**src/rtl/operand_issue.sv**
```systemverilog
// Decode/issue stage ahead of the ALU: splits instructions, reads two operands with
// writeback bypass, and stalls on a per-register pending scoreboard.
module operand_issue #(
    parameter int DATA_W = 32,
    parameter int NREGS  = 16
) (
    input  logic              clk,
    input  logic              rst_n,
    input  logic              in_valid,
    output logic              in_ready,
    input  logic [31:0]       in_instr,
    output logic              out_valid,
    input  logic              out_ready,
    output logic [2:0]        out_alu_op,
    output logic [DATA_W-1:0] out_input1,
    output logic [DATA_W-1:0] out_input2,
    output logic [DATA_W-1:0] out_imm,
    output logic [3:0]        out_rd,
    input  logic              wb_en,
    input  logic [3:0]        wb_addr,
    input  logic [DATA_W-1:0] wb_data,
    output logic              busy
);

    logic [DATA_W-1:0] regs [NREGS];
    logic [NREGS-1:0]  pending;
    logic [NREGS-1:0]  pending_nxt;

    logic [2:0]        alu_op;
    logic [3:0]        rd;
    logic [3:0]        rs1;
    logic [3:0]        rs2;
    logic [16:0]       imm;
    logic              hit1;
    logic              hit2;
    logic              hazard;
    logic              issue;
    logic [DATA_W-1:0] read1;
    logic [DATA_W-1:0] read2;

    assign alu_op = in_instr[31:29];
    assign rd     = in_instr[28:25];
    assign rs1    = in_instr[24:21];
    assign rs2    = in_instr[20:17];
    assign imm    = in_instr[16:0];

    // A writeback landing this cycle resolves the hazard on that register.
    assign hit1   = pending[rs1] && !(wb_en && wb_addr == rs1);
    assign hit2   = pending[rs2] && !(wb_en && wb_addr == rs2);
    assign hazard = hit1 || hit2;

    assign in_ready = (!out_valid || out_ready) && !hazard;
    assign issue    = in_valid && in_ready;
    assign busy     = |pending;

    always_comb begin
        read1 = '0;
        read2 = '0;
        if (rs1 != 4'd0) begin
            read1 = (wb_en && wb_addr == rs1) ? wb_data : regs[rs1];
        end
        if (rs2 != 4'd0) begin
            read2 = (wb_en && wb_addr == rs2) ? wb_data : regs[rs2];
        end
    end

    // Clear on writeback first so an issue targeting the same register wins.
    always_comb begin
        pending_nxt = pending;
        if (wb_en) begin
            pending_nxt[wb_addr] = 1'b0;
        end
        if (issue && alu_op != 3'b000 && rd != 4'd0) begin
            pending_nxt[rd] = 1'b1;
        end
        pending_nxt[0] = 1'b0;
    end

    always_ff @(posedge clk or negedge rst_n) begin
        if (!rst_n) begin
            pending <= '0;
        end else begin
            pending <= pending_nxt;
        end
    end

    always_ff @(posedge clk or negedge rst_n) begin
        if (!rst_n) begin
            for (int i = 0; i < NREGS; i++) begin
                regs[i] <= '0;
            end
        end else if (wb_en && wb_addr != 4'd0) begin
            regs[wb_addr] <= wb_data;
        end
    end

    always_ff @(posedge clk or negedge rst_n) begin
        if (!rst_n) begin
            out_valid  <= 1'b0;
            out_alu_op <= '0;
            out_input1 <= '0;
            out_input2 <= '0;
            out_imm    <= '0;
            out_rd     <= '0;
        end else if (issue) begin
            out_valid  <= 1'b1;
            out_alu_op <= alu_op;
            out_input1 <= read1;
            out_input2 <= read2;
            out_imm    <= {{(DATA_W-17){imm[16]}}, imm};
            out_rd     <= rd;
        end else if (out_valid && out_ready) begin
            out_valid  <= 1'b0;
        end
    end

endmodule

```
**config.mk**
```make
export PLATFORM = sky130hd
export DESIGN_NAME = operand_issue
export DESIGN_NICKNAME = d
export VERILOG_FILES = /design/src/rtl/operand_issue.sv
export SDC_FILE = /design/constraint.sdc
export NUM_CORES = 1
export LEC_CHECK = 0
export ABC_AREA = 1
export CORE_ASPECT_RATIO = 1.2
export CORE_MARGIN = 3
export CORE_UTILIZATION = 50
export CTS_CLUSTER_DIAMETER = 150
export CTS_CLUSTER_SIZE = 25
export DETAILED_ROUTE_END_ITERATION = 8
export HOLD_SLACK_MARGIN = 0.15
export PLACE_DENSITY = 0.68
export SLEW_MARGIN = 0
export SYNTH_ARGS = -nofsm -noshare
export SYNTH_HDL_FRONTEND = slang
export SYNTH_SLANG_ARGS = --single-unit
```
**constraint.sdc**
```tcl
create_clock -name clk -period 1.95 [get_ports clk]
set_input_delay 0.195 -clock clk [delete_from_list [all_inputs] [get_ports clk]]
set_output_delay 0.195 -clock clk [all_outputs]
set_load 0.05 [all_outputs]
```
==> key figures <==
Finish
  • Share of cells above drive strength 1: just under 9%
  • Fillcell total: 6,016
  • Design area: ~38,000 µm²
  • Final std cells w/o fill: about 5,500
  • Most common cell after layout, fill and taps aside: nand2_1
  • Multi-input gate area: between 10,000 and 15,000 µm²
  • Nets: about 4,700
  • Storage element area: around 15,000 µm²
  • Area growth, synth to finish: 16.3%
  • Most frequent cells in the layout: 1,056 x nand2_1, 733 x o21ai_0, 616 x dfrtp_1

Yosys
  • Post-synth top area share: around 47%
  • Post-Syn Instances: about 4,500
  • Xor/xnor share of the synthesized area: less than 1%
  • Yosys warnings: 0
  • Area leader, netlist: dfrtp_1
  • Post-synthesis compound-gate area fraction: around 22%
  • Main area contributors after synthesis: dfrtp_1 47%, nand2_1 12%, o21ai_0 11%
  • Synth Area in Adders: 0%
  • Largest family of logic cells by synthesized area: compound AO/OA/AOI/OAI gates
  • Post-Syn Area: between 30,000 and 40,000 µm²
  • Syn avg cell area: ~7.3 µm²
  • Count of unique library cells instantiated by Yosys: 29
  • Register bit count reported by yosys: between 600 and 700
  • Syn_nets: 4,596
  • Simple-gate share of the synthesized area: between 20% and 30%
  • Mux cell area share after synthesis: 0%
  • Post-synthesis sequential area ratio: 46.9%

Route
  • Antenna Nets Post-Route: 0
  • First-pass DRT Iterations: 7
  • Vias/cell: around 6.1
  • Via count: 33,100
  • DRC errors left: 0
  • Starting DRT DRC Count: roughly 4,200
  • Wirelength, routed: between 100,000 and 150,000 µm
  • Wire per inst: roughly 23 µm

Critical path
  • CP most frequent cell: buf_6
  • CP Buf/Inv Count: 3
  • CP Cell Sequence: buf_4 -> buf_6 -> nor4_4 -> nand4_1 -> buf_6
  • CP arrival: 2040 ps
  • Max incr delay on CP: between 400 and 500 ps
  • CP Data Required Time: 1750 ps
  • Setup crit end kind: output port
  • Crit path max-delay family: simple AND/OR/NAND/NOR gates
  • Crit Path Class: flop to output port
  • Crit path max fanout: 3
  • Slowest cell on crit path: dfrtp_1
  • Nature of the critical path startpoint: flop

Pwr
  • VDD IR max: 0.737 mV
  • Total power: about 37 mW
  • PD cells: ~950 nW/µm²
  • Leak Pwr: ~18 nW

Global routing
  • GRT Overall Usage: a little over a third
  • First-pass GRT wire length: between 150,000 and 200,000 µm
  • Largest net degree at the start of global routing: between 80 and 90
  • Number of global-route vias before repair: 31,600
  • GRT overflow: 0
  • Initial antenna violation count: 3

Placement
  • Placer congestion estimate: 0.946
  • HPWL after DPL: around 79,000 µm
  • Area after DPL: 37,300 µm²
  • Port bufs: 178
  • Placed cell count: between 5,000 and 6,000

STA
  • Period utilization: 115%
  • Slew headroom: 52.4%
  • Final setup skew: about 34 ps
  • RSZ-0062 raised after global routing: true
  • Final setup vio count: 30
  • Fmax: 448 MHz
  • Final Max Tran Viols: 0
  • Final WS setup: -284 ps
  • Slew @ Worst Pin: 714 ps
  • Post-layout min period: about 2200 ps
  • Hold Vio Cnt, Final: 0

Clock network
  • Worst-Skew Late Latency: ~640 ps
  • Clock Root Buffer: clkbuf_16
  • Clock transition at path regs: about 120 ps
  • Clock Path Buffers: 3
  • CTS tree: yes
  • Sinks on Clock Net: 616
  • Cts bufs inserted: 28
  • H-tree levels: 1

Outcome
  • Failing checks: setup timing
  • Status: complete, but fails checks

Floorplanning
  • IO Count: approximately 180
  • Die height: about 290 µm
  • Die ar.: 68,900 µm²
  • Die X: ~240 µm
  • Core footprint: around 65,000 µm²
  • Starting Density: about half
  • Num rows: about 100

Flow run
  • Max Cap Viol: 0

Min path
  • Worst Hold Class: input pin to flop
-- power breakdown --
| part | leakage (nW) | internal (mW) | switching [mW] |
|---|---|---|---|
| clock network | 0.363 | 2.67 | 4.22 |
| registers | 7.63 | 15.6 | 1.94 |
| logic | 10.0 | 3.87 | 8.20 |
-- state kept, by name, indices dropped and copies added, names as in the netlist --
register,cells
out_input2,32
regs,512
out_alu_op,3
out_rd,4
out_valid,1
pending,15
out_input1,32
out_imm,17
-- worst paths after layout --
kind                             start             end  slack, ps  cells past startpoint
hold reg to reg              regs[511]       regs[511]        410                      0
setup / recovery            pending[4]            busy       -280                      5
max in group asynchronous        rst_n        regs[83]       1210                      3
min in group asynchronous        rst_n       regs[202]        230                      3
setup reg to reg           pending[13]  out_input1[16]        -60                     14
hold / removal             in_instr[5]      out_imm[5]        160                      3
-- stage by stage --
stage                     utilization, %  setup WS (ps)  hold WS [ps]  setup TNS [ps]
after floorplan                        -            170          -101               0
after global placement              57.6           -263          98.9          -46580
after detailed placement            57.6           -342           100          -52660
after CTS                           58.9           -290           156            -468
after global routing                59.0           -356           177           -8570
final                               59.0           -284           164           -1230
-- what timing repair did --
action | 4_1_cts | 5_1_grt
gates resized for setup | 85 | 11
setup endpoints to repair | 79 | 101
buffers inserted | 5 | 2
hold endpoints to repair | 644 | 0
pin swaps | 3 | 8
cloned | 0 | 1
hold buffers | 17 | 0
-- layer usage --
layer | GRT usage, % | part of all wire, %
met1 | 47.5 | 38
met2 | 58.0 | 46
met3 | 5.21 | 9.7
met4 | 19.9 | 6.2
met5 | 0 | 0
-- kinds of logic (layout without fill, tap and decap cells) --
family / Yosys count / in the layout
buf+inv: 894 / 996
flops: 616 / 616
compound gates: 1340 / 1340
xor+xnor: 1 / 1
other cells: 0 / 3
simple gates: 1672 / 1672
-- synth_stat cells --
cell / number
dfrtp_1: 616
nor2_2: 1
nand2_1: 1062
nor2_4: 1
o32ai_1: 1
nand4_1: 49
buf_1: 42
a22oi_1: 64
nor3_2: 1
o21ai_0: 734
o21ai_1: 2
inv_1: 442
xnor2_1: 1
o22ai_1: 2
inv_2: 4
nor3_1: 27
or2_2: 2
a31oi_1: 32
a21oi_1: 422
nand2_2: 1
clkbuf_1: 320
buf_2: 29
nand3_1: 305
nor2_1: 219
buf_4: 17
buf_6: 7
clkinv_1: 33
o211ai_1: 83
nor4_1: 4
-- worst reg2reg max path: cells and delay by family, from the launching register on --
| family | cells | cell delay, ps |
|---|---|---|
| buffers and inverters | 3 | 520 |
| DFF | 1 | 420 |
| and+or+nand+nor | 11 | 930 |
-- layout make-up --
cell class | instances | share of cell area (%)
Sequential cell | 616 | 40.3
Multi-Input combinational cell | 3013 | 37.1
Timing Repair Buffer | 487 | 13.2
Inverter | 479 | 4.71
Tap cell | 832 | 2.72
Clock buffer | 29 | 1.90
Clock inverter | 1 | 0.0294
Antenna cell | 3 | 0.0196
(Power assumes the default switching activity.)
